## config.mk

```make
export PLATFORM = sky130hd
export DESIGN_NAME = multdiv_wb_scheduler
export DESIGN_NICKNAME = d
export VERILOG_FILES = /design/src/rtl/multdiv_wb_scheduler.sv
export SDC_FILE = /design/constraint.sdc
export NUM_CORES = 1
export LEC_CHECK = 0
export BUFFER_PORTS_ARGS = -buffer_cell sky130_fd_sc_hd__buf_2
export CAP_MARGIN = 20
export CORE_MARGIN = 2
export CORE_UTILIZATION = 48
export DETAILED_ROUTE_END_ITERATION = 12
export GPL_ROUTABILITY_DRIVEN = 0
export HOLD_SLACK_MARGIN = 0.05
export PLACE_DENSITY_LB_ADDON = 0.3
export SYNTH_ARGS = -nofsm -noshare
export SYNTH_HDL_FRONTEND = slang
export SYNTH_SLANG_ARGS = --single-unit
export TNS_END_PERCENT = 100
```

## constraint.sdc

```tcl
create_clock -name clock -period 2.2 [get_ports clock]
set_clock_uncertainty 0.05 [all_clocks]
set_input_delay 0.11 -clock clock [delete_from_list [all_inputs] [get_ports clock]]
set_output_delay 0.11 -clock clock [all_outputs]
set_load 0.03 [all_outputs]
```

## src/rtl/multdiv_wb_scheduler.sv

```systemverilog
// -----------------------------------------------------------------------------
// multdiv_wb_scheduler
//
// Tracks the single in-flight multi-cycle mul/div operation and arbitrates the
// one regfile write port between normal pipeline writeback and the late
// multdiv result. Multdiv exceptions are redirected to the status register
// EXC_REG. Busy / pending-destination outputs feed issue stall and decode
// hazard detection.
//
// Optional feature: define MD_STARVE_GUARD_EN to let a held result take the
// port after STARVE_MAX cycles in HOLD, stalling the pipeline writeback for
// that one cycle. Without it pipe_stall is tied low and HOLD waits for a free
// port indefinitely.
//
// Ports
//   clock, reset_n        rising-edge clock, async active-low reset
//   md_issue/_is_div/_rd  op launch pulse, op type and destination register
//   md_rdy/_result/_exc   result-valid pulse with data and exception flag
//   pipe_we/_reg/_data    pipeline writeback request
//   ctrl_writeEnable,
//   ctrl_writeReg,
//   data_writeReg         regfile write port
//   md_busy               op in flight; issue must stall further multdiv ops
//   md_pend_valid/_rd     live (unsquashed) pending multdiv destination
//   md_timeout            sticky: op abandoned after TIMEOUT RUN cycles
//   pipe_stall            pipeline writeback deferred this cycle
// -----------------------------------------------------------------------------
module multdiv_wb_scheduler #(
  parameter int DATA_W     = 32,
  parameter int REG_W      = 5,
  parameter int EXC_REG    = 30,
  parameter int EXC_MUL    = 4,
  parameter int EXC_DIV    = 5,
  parameter int TIMEOUT    = 64,
  parameter int STARVE_MAX = 8
) (
  input  logic              clock,
  input  logic              reset_n,
  input  logic              md_issue,
  input  logic              md_is_div,
  input  logic [REG_W-1:0]  md_rd,
  input  logic              md_rdy,
  input  logic [DATA_W-1:0] md_result,
  input  logic              md_exception,
  input  logic              pipe_we,
  input  logic [REG_W-1:0]  pipe_reg,
  input  logic [DATA_W-1:0] pipe_data,
  output logic              ctrl_writeEnable,
  output logic [REG_W-1:0]  ctrl_writeReg,
  output logic [DATA_W-1:0] data_writeReg,
  output logic              md_busy,
  output logic              md_pend_valid,
  output logic [REG_W-1:0]  md_pend_rd,
  output logic              md_timeout,
  output logic              pipe_stall
);

  typedef enum logic [1:0] {IDLE = 2'd0, RUN = 2'd1, HOLD = 2'd2} state_t;

  localparam int                CNT_W    = $clog2(TIMEOUT + 1);
  localparam logic [CNT_W-1:0]  CNT_LAST = CNT_W'(TIMEOUT - 1);
  localparam logic [REG_W-1:0]  EXC_IDX  = REG_W'(EXC_REG);
  localparam logic [DATA_W-1:0] MUL_CODE = DATA_W'(EXC_MUL);
  localparam logic [DATA_W-1:0] DIV_CODE = DATA_W'(EXC_DIV);

  state_t            state, state_nxt;
  logic [CNT_W-1:0]  cnt;
  logic [REG_W-1:0]  pend_rd;
  logic              pend_div;
  logic              squash;
  logic              hold_exc;
  logic [DATA_W-1:0] hold_result;

  logic              md_wr;        // multdiv result owns the port this cycle
  logic              wr_exc;
  logic [DATA_W-1:0] wr_data;
  logic              latch_hold;
  logic              timeout_hit;
  logic              starve_hit;
  logic              pipe_hits_rd;

`ifdef MD_STARVE_GUARD_EN
  localparam int SCNT_W = $clog2(STARVE_MAX + 1);
  logic [SCNT_W-1:0] starve_cnt;

  // starve_cnt equals the 1-based HOLD cycle number, so the forced write
  // lands on HOLD cycle STARVE_MAX.
  assign starve_hit = (state == HOLD) && (starve_cnt == SCNT_W'(STARVE_MAX));

  always_ff @(posedge clock or negedge reset_n) begin
    if (!reset_n)                starve_cnt <= '0;
    else if (state_nxt != HOLD)  starve_cnt <= '0;
    else if (state != HOLD)      starve_cnt <= SCNT_W'(1);
    else                         starve_cnt <= starve_cnt + SCNT_W'(1);
  end
`else
  assign starve_hit = 1'b0;
`endif

  assign md_busy       = (state != IDLE);
  assign md_pend_valid = md_busy && !squash;
  assign md_pend_rd    = pend_rd;
  // A deferred (stalled) pipe write never reached the regfile, so it must not
  // squash the older multdiv result.
  assign pipe_hits_rd  = pipe_we && !pipe_stall && (pipe_reg == pend_rd);

  // NOTE: every combinational output gets a default first so no path leaves a
  // variable unassigned, which would otherwise infer a latch.
  always_comb begin
    state_nxt        = state;
    ctrl_writeEnable = pipe_we;
    ctrl_writeReg    = pipe_reg;
    data_writeReg    = pipe_data;
    pipe_stall       = 1'b0;
    md_wr            = 1'b0;
    wr_exc           = 1'b0;
    wr_data          = '0;
    latch_hold       = 1'b0;
    timeout_hit      = 1'b0;

    unique case (state)
      IDLE: if (md_issue) state_nxt = RUN;
      RUN: begin
        if (md_rdy) begin
          if (pipe_we) begin
            latch_hold = 1'b1;
            state_nxt  = HOLD;
          end else begin
            md_wr     = 1'b1;
            wr_exc    = md_exception;
            wr_data   = md_result;
            state_nxt = IDLE;
          end
        end else if (cnt == CNT_LAST) begin
          timeout_hit = 1'b1;
          state_nxt   = IDLE;
        end
      end
      HOLD: begin
        pipe_stall = pipe_we && starve_hit;
        if (!pipe_we || starve_hit) begin
          md_wr     = 1'b1;
          wr_exc    = hold_exc;
          wr_data   = hold_result;
          state_nxt = IDLE;
        end
      end
      default: state_nxt = IDLE;
    endcase

    if (md_wr) begin
      // Exception status always lands; a squashed data write just vanishes.
      ctrl_writeEnable = wr_exc || !squash;
      ctrl_writeReg    = wr_exc ? EXC_IDX : pend_rd;
      data_writeReg    = wr_exc ? (pend_div ? DIV_CODE : MUL_CODE) : wr_data;
    end
  end

  // NOTE: sequential state uses non-blocking assignments so every register
  // samples pre-edge values regardless of statement order.
  // NOTE: the hold data registers are reset too; they are only read in HOLD,
  // but a defined value keeps reset state fully deterministic.
  always_ff @(posedge clock or negedge reset_n) begin
    if (!reset_n) begin
      state       <= IDLE;
      cnt         <= '0;
      pend_rd     <= '0;
      pend_div    <= 1'b0;
      squash      <= 1'b0;
      hold_exc    <= 1'b0;
      hold_result <= '0;
      md_timeout  <= 1'b0;
    end else begin
      state <= state_nxt;
      unique case (state)
        IDLE: if (md_issue) begin
          pend_rd  <= md_rd;
          pend_div <= md_is_div;
          cnt      <= '0;
          squash   <= (md_rd == '0);
        end
        RUN: begin
          cnt <= cnt + CNT_W'(1);
          if (latch_hold) begin
            hold_result <= md_result;
            hold_exc    <= md_exception;
          end
          if (timeout_hit)  md_timeout <= 1'b1;
          if (pipe_hits_rd) squash     <= 1'b1;
        end
        HOLD: if (pipe_hits_rd) squash <= 1'b1;
        default: ;
      endcase
    end
  end

endmodule
```

==> results.md, run 1 <==
- Met3 Usage GRT: 3.181%
- Initial antenna violation count: 1
- Flops & latches, synth: 50
- WP data required: 2.04 ns
- Die W: 83.38 um
- Reg area: 0.001251 mm^2
- Slew margin rel.: 59.97%
- Drt pass-1 iters: 6
- Final Setup Violations: 38
- MaxCap Viol Count: 0
- GRT busiest layer: met2
- PD cells: 1070 mW/mm^2
- FP Rows: 28
- Reg clk slew, reported paths: 0.09 ns
- Count of cell types in the netlist: 39
- Worst Max-Slew Pin Slew: 0.6005 ns
- H-tree Lvls: 2
- Crit path to: data_writeReg[9]
- Final ANT Viol Nets: 0
- IO Port Bufs: 126
- Final count of pins violating max slew: 0
- # fillers: 278
- Status: complete, but fails checks
- Met2 Usage GRT: 49.19%
- Core area: 0.005991 mm^2
- Final WL: 12,140 um
- Clk sinks: 50
- Minimum clock period: 2.432 ns
- Syn nets: 388
- Initial Utilization: 50.48%
- Type of origin of the critical path: register
- RSZ-0062 raised after global routing: yes
- Num CTS Buffers: 5
- First-pass GRT wire length: 15,480 um
- Fin. Hold Viols: 0
- Crit path largest cell delay: 0.50 ns
- Final HPWL DP: 5622 um
- Die span in y: 83.38 um
- Sequential area share after synthesis: 41.37%
- Worst reg2reg setup slack: 0.30 ns
- Netlist Area Pre-Place: 0.003024 mm^2
- Cell Chain, Critical Path: inv_2 -> ha_4 -> inv_4 -> or3_4 -> clkbuf_16 -> o31ai_4 -> buf_6
- Max IR drop VDD: 941.6 uV
- WHS: 0.1023 ns
- Placed cell area: 0.003779 mm^2
- Die area: 0.006951 mm^2
- Final Net Count: 569
- Clock Latency Late Sink: 0.30 ns
- Ys flop type: dfrtp_1
- Max Buffers Root-to-Sink: 2
- Crit share post-route: 110.5%
- Via Count: 3,381
- Crit path capture type: output port
- Multi-input logic area: 0.002091 mm^2
- Fin area: 0.005210 mm^2
- Inst Count DP: 494
- R2R Path Start: state[1]
- Via density: 6.038
- IO Pins: 128
- Number of global-route vias before repair: 3,283
- Area grow syn2layout: 72.28%
- Fraction of layout cells with a size suffix above 1: 55.79%
- Mapped Cells: 303
- Ys async rst share: 100.0%
- Root buffer selected by CTS: clkbuf_8
- Post-Layout Cell Count: 560
- PnR worst setup slack: -0.2316 ns
- Leakage: 2.302 nW
- CTS tree: yes
- EDFF count, synth: 0
- Post-DR wirelength/cell: 21.68 um
- Total grt overflow: 0
- DRT iter0 DRCs: 201
- DRC errors left: 0
- Worst min-delay path class: in2reg
- Cell depth of the worst flop-to-flop path: 7
- Pin count of the biggest net entering global routing: 28
- FMAX: 411.2 MHz
- WP data arrival: 2.27 ns
- GRT met1 Usage: 33.25%
- Failing checks: negative setup slack
- Total of warnings raised by yosys: 0
- Kind of critical path: reg2out
- Global Route Usage Sum: 27.13%
- CP max stage cell: or3_4
- CP Max Fanout: 8
- Syn avg cell area: 9.981 um^2
- Final TNS setup: -6.668 ns
- Reg2reg end: hold_result[9]
- Beginning of the critical path: state[0]
==> worst min-delay path by stage <==
stage	start	endpoint	slack [ns]	cells past startpoint
final	md_issue	cnt[4]	0.10	3
after CTS	md_issue	cnt[4]	0.11	3
after global routing	md_issue	cnt[4]	0.12	3
after detailed placement	reset_n	cnt[0]	0.10	1
after global placement	reset_n	cnt[0]	0.1	1
after floorplan	reset_n	cnt[0]	-0.24	0
==> cells by family after synthesis <==
group	Yosys count	synth area share (%)
muxes	42	15.52
AOI/OAI and AO/OA	89	22.09
other	1	0.1240
and+or+nand+nor	80	11.92
adders and majority gates	4	1.655
DFF	50	41.37
buffers and inverters	31	5.585
xor gates and xnor gates	6	1.738
==> timing repair <==
| action | 4_1_cts | 5_1_grt |
|---|---|---|
| setup buffers | 4 | 5 |
| pin swaps | 2 | 20 |
| gates cloned | 4 | 5 |
| gates resized for setup | 78 | 87 |
| hold endpoints to repair | 64 | 0 |
| setup endpoints to repair | 38 | 38 |
| hold buffers | 40 | 0 |
==> synth_stat cells, types with 4 or more instances <==
cell      instances  area share [%]
nor2_1           13             1.6
ha_1              4             1.7
dfrtp_1          50              41
nand2b_1          5             1.0
a21oi_1           6            0.99
nand2_1          41             5.1
mux2_2           39              15
o31ai_1          24             6.0
buf_6             4             1.5
inv_1             6            0.74
buf_2             9             1.5
clkbuf_1          9             1.1
xor2_1            4             1.2
o21ai_0          11             1.8
nand3_1           5            0.83
o31ai_2           7             2.9
a22oi_1          31             7.7
==> cell usage in the layout, fill, tap and decap left out, drive strengths merged, types with 3 or more instances in the layout <==
cell	count
a21oi	6
a22oi	31
buf	155
clkbuf	11
dfrtp	50
dlygate4sd3	40
ha	4
inv	6
mux2	39
mux2i	3
nand2	41
nand2b	5
nand3	5
nand4	3
nor2	14
nor3	3
o21ai	11
o31ai	31
or3	3
xor2	4
==> metal layers <==
| metal | wire, um | share of wire (%) |
|---|---|---|
| met5 | 0 | 0 |
| met4 | 445 | 3.7 |
| met3 | 747 | 6.2 |
| met2 | 6345 | 52 |
| met1 | 4599 | 38 |
==> flip-flops by register name, summed over array words and instances, names as in the netlist <==
signal       count
cnt              7
hold_exc         1
hold_result     32
md_pend_rd       5
md_timeout       1
pend_div         1
squash           1
state            2
==> worst max-delay path: cells and delay by family, from the launching register on <==
| kind | cells | cell delay, ns |
|---|---|---|
| AOI/OAI and AO/OA | 1 | 0.27 |
| and+or+nand+nor | 1 | 0.50 |
| adders and majority gates | 1 | 0.29 |
| buffers and inverters | 4 | 0.52 |
| DFF | 1 | 0.38 |
==> through the flow <==
step,util (%),setup slack (ns),power (W)
after floorplan,-,-0.1086,0.003233
after global placement,63.07,0.03918,0.003770
after detailed placement,63.07,-0.01394,0.003859
after CTS,77.46,-0.09445,0.004826
after global routing,86.97,-0.2620,0.005838
final,86.97,-0.2316,0.005574
==> area by class of cell <==
cell class	count	share of cell area, %
multi-input cells	222	40.13
clock buffers	7	1.465
well taps	75	1.801
flip-flops and latches	50	24.02
diodes	1	0.04803
repair buffers	199	32.06
inverters	6	0.4803
==> where the power goes <==
part / leakage (nW) / switching [W] / total (W) / internal, W
logic: 1.66 / 0.00185 / 0.00339 / 0.00154
clock network: 0.0383 / 0.000306 / 0.000526 / 0.000220
registers: 0.603 / 0.000314 / 0.00166 / 0.00134
(Power assumes the default switching activity.)
==> run 2, diff against run 1 <==
BUFFER_PORTS_ARGS = -buffer_cell sky130_fd_sc_hd__buf_4   (was -buffer_cell sky130_fd_sc_hd__buf_2)
==> results.md, run 2 (synthesis gave the netlist of run 1 again) <==
- Core area: 0.005991 mm^2 (unchanged)
- IO Port Bufs: 126 (unchanged)
- Failing checks: negative setup slack
- Final WL: 10,270 um (-15%)
- WP data arrival: 2.22 ns (-0.05 ns)
- DRC errors left: 0 (unchanged)
- Crit path capture type: output port
- Slew margin rel.: 56.63% (-3.3 points)
- Final count of pins violating max slew: 0 (unchanged)
- PnR worst setup slack: -0.1832 ns (+0.04844 ns)
- Initial antenna violation count: 0 (-1)
- Post-Layout Cell Count: 546 (-2.5%)
- Final Net Count: 556 (-2.3%)
- Die W: 83.38 um (unchanged)
- Commonest non-fill, non-tap cells in the layout: buf_4, dfrtp_1, dlygate4sd3_1, mux2_2, nand2_1
- Clk sinks: 50 (unchanged)
- Final Setup Violations: 38 (unchanged)
- Fraction of layout cells with a size suffix above 1: 51.59% (-4.2 points)
- Max Buffers Root-to-Sink: 2 (unchanged)
- Status: complete, but fails checks
- Global Route Usage Sum: 27.31% (+0.17 points)
- Via Count: 3,148 (-6.9%)
- FP Rows: 28 (unchanged)
- Max IR drop VDD: 866.6 uV (-8.0%)
- Worst Max-Slew Pin Slew: 0.6505 ns (+0.05003 ns)
- Kind of critical path: reg2out
- Inst Count DP: 494 (unchanged)
- CTS tree: yes
- Crit share post-route: 108.3% (-2.2 points)
- Pre-CTS WS: 0.02236 ns (+0.03630 ns)
- Initial Utilization: 50.48% (unchanged)
- Minimum clock period: 2.383 ns (-0.04844 ns)
- Final HPWL DP: 5744 um (+2.2%)
- Reg clk slew, reported paths: 0.09 ns (about the same)
- Number of global-route vias before repair: 3,214 (-2.1%)
- Area grow syn2layout: 63.26%
- IO Pins: 128 (unchanged)
- Cell Chain, Critical Path: inv_2 -> ha_2 -> a21oi_1 -> or3_4 -> buf_12 -> o31ai_2 -> buf_4
- H-tree Lvls: 2 (unchanged)
- Leakage: 2.215 nW (-3.8%)
- Worst min-delay path class: in2reg
- Total grt overflow: 0 (unchanged)
- Num CTS Buffers: 5 (unchanged)
- Placed cell area: 0.004106 mm^2 (+8.7%)
- Die area: 0.006951 mm^2 (unchanged)
- PD cells: 1024 mW/mm^2 (-4.3%)
- Root buffer selected by CTS: clkbuf_8
- Fin util: 82.41% (-4.6 points)
- Via density: 5.766 (-4.5%)
- Max reg flops: 32 (unchanged)
- ANT cells: 0 (-1)
- Final ANT Viol Nets: 0 (unchanged)
- Fin. Hold Viols: 0 (unchanged)
- Post-DR wirelength/cell: 18.81 um (-13%)
- Type of origin of the critical path: register
- DRT iter0 DRCs: 217 (+8.0%)
- Die span in y: 83.38 um (unchanged)
- CP max stage cell: or3_4
- First-pass GRT wire length: 15,590 um (+0.67%)
- WP data required: 2.04 ns (about the same)
- Total power: 0.005055 W (-9.3%)
- MaxCap Viol Count: 0 (unchanged)
- Drt pass-1 iters: 4 (-2)
- Biggest register: hold_result
- Fin area: 0.004937 mm^2 (-5.2%)
- Clock Latency Late Sink: 0.30 ns (about the same)
- RSZ-0062 raised after global routing: yes
- Crit path largest cell delay: 0.46 ns (-0.04 ns)
- Pin count of the biggest net entering global routing: 51 (+82%)
- CP Max Fanout: 22 (+14)
- FMAX: 419.6 MHz (+2.0%)
- Commonest non-fill, non-tap cell in the layout: buf_4
run 2: final timing paths:
| kind | to | slack [ns] | cells after the start | startpoint |
|---|---|---|---|---|
| max | data_writeReg[8] | -0.18 | 7 | state[1] |
| min | cnt[4] | 0.11 | 3 | md_issue |
| max reg2reg | cnt[3] | 0.36 | 7 | state[1] |
| min reg2reg | md_timeout | 0.43 | 2 | md_timeout |
| max in group asynchronous | hold_result[9] | 1.33 | 2 | reset_n |
| min in group asynchronous | cnt[2] | 0.32 | 2 | reset_n |
run 2: report_power, final:
part           internal, W  leakage [nW]  switching, W
sequential         0.00134         0.603      0.000290
clock             0.000220        0.0383      0.000294
combinational      0.00134          1.57       0.00157
run 2: cell type report:
type                       count  area (um^2)
inverter                       6        22.52
multi-input combinational    222         1853
timing repair buffer         186         1640
fill                         358         1054
sequential                    50         1251
clock buffer                   7        76.32
tap                           75        93.84
run 2: what timing repair did:
item / 4_1_cts / 5_1_grt
resized for setup: 22 / 40
gates cloned: 2 / 0
setup buffers: 0 / 3
pin swaps: 1 / 1
hold buffers: 40 / 0
hold endpoints to repair: 89 / 0
setup endpoints to repair: 38 / 38
run 2: stage by stage:
step | setup TNS [ns] | hold WS, ns
global route | -6.751 | 0.1196
detailed placement | 0 | 0.1235
CTS | -2.551 | 0.1069
global placement | 0 | 0.1181
floorplan | -2.612 | -0.2356
finish | -4.386 | 0.1127
run 2: metal layers:
metal / vias to the layer above / share of wire (%) / wire, um / track usage [%]
met3: 16 / 5.3 / 547 / 4.871
met4: 0 / 1.4 / 148 / 10.13
met1: 1555 / 39 / 4009 / 32.25
met5: - / 0 / 0 / 0
li1: 1454 / - / - / -
met2: 123 / 54 / 5562 / 49.27
run 2: critical path: cells and delay by family (launching register included):
family / cells / cell delay [ns]
fa+ha+maj: 1 / 0.18
flops: 1 / 0.42
compound gates: 2 / 0.35
simple gates: 1 / 0.46
buf+inv: 3 / 0.51
==> run 3, diff against run 2 <==
REMOVE_ABC_BUFFERS = 1   (was unset)
==> results.md, run 3 (synthesis gave the netlist of run 1 again) <==
- Worst Max-Slew Pin Slew: 0.6563 ns (+0.005783 ns)
- DR WL met3: 986 um (+80%)
- Die area: 0.006951 mm^2 (unchanged)
- Final ANT Viol Nets: 0 (unchanged)
- Final count of pins violating max slew: 0 (unchanged)
- Slew margin rel.: 56.25% (-0.39 points)
- PD cells: 1054 mW/mm^2 (+2.9%)
- Status: complete, but fails checks
- DRT iter0 DRCs: 225 (+3.7%)
- MaxCap Viol Count: 0 (unchanged)
- Via Count: 3,398 (+7.9%)
- Crit path capture type: output port
- Reg clk slew, reported paths: 0.09 ns (about the same)
- Biggest register: hold_result
- Number of global-route vias before repair: 3,380 (+5.2%)
- Type of origin of the critical path: register
- Reg area: 0.001251 mm^2 (unchanged)
- # fillers: 255 (-29%)
- Via density: 6.145 (+6.6%)
- Global Route Usage Sum: 29.96% (+2.7 points)
- Commonest non-fill, non-tap cells in the layout: buf_4, dfrtp_1, dlygate4sd3_1, mux2_2, a22oi_1
- DRC errors left: 0 (unchanged)
- Worst hold start: md_issue
- ANT cells: 0 (unchanged)
- Final TNS setup: -5.784 ns (-1.398 ns)
- WP data arrival: 2.36 ns (+0.14 ns)
- Final WL: 12,440 um (+21%)
- Die span in y: 83.38 um (unchanged)
- FP Rows: 28 (unchanged)
- Die W: 83.38 um (unchanged)
- CP Max Fanout: 7 (-68%)
- Initial Utilization: 50.48% (unchanged)
- Max Buffers Root-to-Sink: 2 (unchanged)
- Pin count of the biggest net entering global routing: 51 (unchanged)
- Core area: 0.005991 mm^2 (unchanged)
- Commonest non-fill, non-tap cell in the layout: buf_4
- Kind of critical path: reg2out
- Worst min-delay path class: in2reg
- Fin util: 88.60% (+6.2 points)
- Pre-CTS WS: 0.02331 ns (+0.0009435 ns)
- Root buffer selected by CTS: clkbuf_8
- First-pass GRT wire length: 16,880 um (+8.3%)
- Fraction of layout cells with a size suffix above 1: 55.65% (+4.1 points)
- Fin area: 0.005308 mm^2 (+7.5%)
- H-tree Lvls: 2 (unchanged)
- Hold depth: 3 (unchanged)
- R2R Path Start: state[0]
- Drt pass-1 iters: 5 (+1)
- Clk sinks: 50 (unchanged)
- WP data required: 2.04 ns (about the same)
- Minimum clock period: 2.523 ns (+0.1402 ns)
- Total grt overflow: 0 (unchanged)
- Total power: 0.005592 W (+11%)
- Failing checks: negative setup slack
- Fin. Hold Viols: 0 (unchanged)
- Final HPWL DP: 5606 um (-2.4%)
- PnR worst setup slack: -0.3234 ns (-0.1402 ns)
- Final Net Count: 562 (+1.1%)
- Met2 Routed Length: 6671 um (+20%)
- Multi-input logic area: 0.002016 mm^2 (+8.8%)
- Final Setup Violations: 38 (unchanged)
- Crit share post-route: 114.7% (+6.4 points)
- Max Used Layer: met4
- Wl on met1: 4296 um (+7.2%)
- FMAX: 396.3 MHz (-5.6%)
- RSZ-0062 raised after global routing: yes
- CTS tree: yes
- Max reg flops: 32 (unchanged)
- Num CTS Buffers: 5 (unchanged)
- Cell depth of the worst flop-to-flop path: 8 (+1)
- Leakage: 2.335 nW (+5.4%)
- Placed cell area: 0.004071 mm^2 (-0.85%)
- Max IR drop VDD: 735.7 uV (-15%)
- IO Pins: 128 (unchanged)
- IO Port Bufs: 126 (unchanged)
- Initial antenna violation count: 0 (unchanged)
- Clock Latency Late Sink: 0.30 ns (about the same)
- Post-DR wirelength/cell: 22.50 um (+20%)
- Beginning of the critical path: state[1]
- Area grow syn2layout: 75.51%
-- run 3: area by class of cell --
cell class	count	area share [%]
Inverter	6	0.4243
Clock inverter	1	0.09430
Multi-Input combinational cell	222	37.98
Sequential cell	50	23.57
Tap cell	75	1.768
Timing Repair Buffer	192	34.54
Clock buffer	7	1.627
-- run 3: through the flow --
stage,cells,hold slack (ns)
detailed placement,489,0.1197
global route,553,0.09575
CTS,549,0.09527
finish,553,0.09182
floorplan,278,-0.2356
global placement,489,0.1185
-- run 3: timing repair --
action / 4_1_cts / 5_1_grt
hold endpoints to repair: 89 / 0
pin swaps: 6 / 8
hold buffers: 40 / 0
buffers inserted: 8 / 1
setup endpoints to repair: 38 / 38
cloned: 5 / 3
resized for setup: 60 / 57
-- run 3: layer usage --
layer	vias up	track usage (%)
met3	48	3.777
li1	1475	-
met1	1639	35.10
met2	236	55.72
met4	0	10.73
met5	-	0
-- run 3: worst paths after layout --
| path | endpoint | slack, ns |
|---|---|---|
| max in group asynchronous | hold_result[30] | 1.35 |
| min in group asynchronous | cnt[3] | 0.30 |
| setup / recovery | data_writeReg[21] | -0.32 |
| hold / removal | cnt[4] | 0.09 |
| setup reg to reg | cnt[5] | 0.37 |
| hold reg to reg | md_timeout | 0.44 |
-- run 3: critical path, stage by stage, from the launching register on --
cell	delay [ns]
dfrtp_1	0.40
inv_2	0.11
ha_4	0.17
a21oi_2	0.07
or3_4	0.50
buf_12	0.20
o31ai_1	0.36
buf_4	0.24
-- run 3: power breakdown --
group	leakage, nW	switching, W	internal [W]	total, W
Sequential	0.603	0.000334	0.00134	0.00168
Clock	0.0482	0.000308	0.000254	0.000562
Combinational	1.68	0.00178	0.00157	0.00335
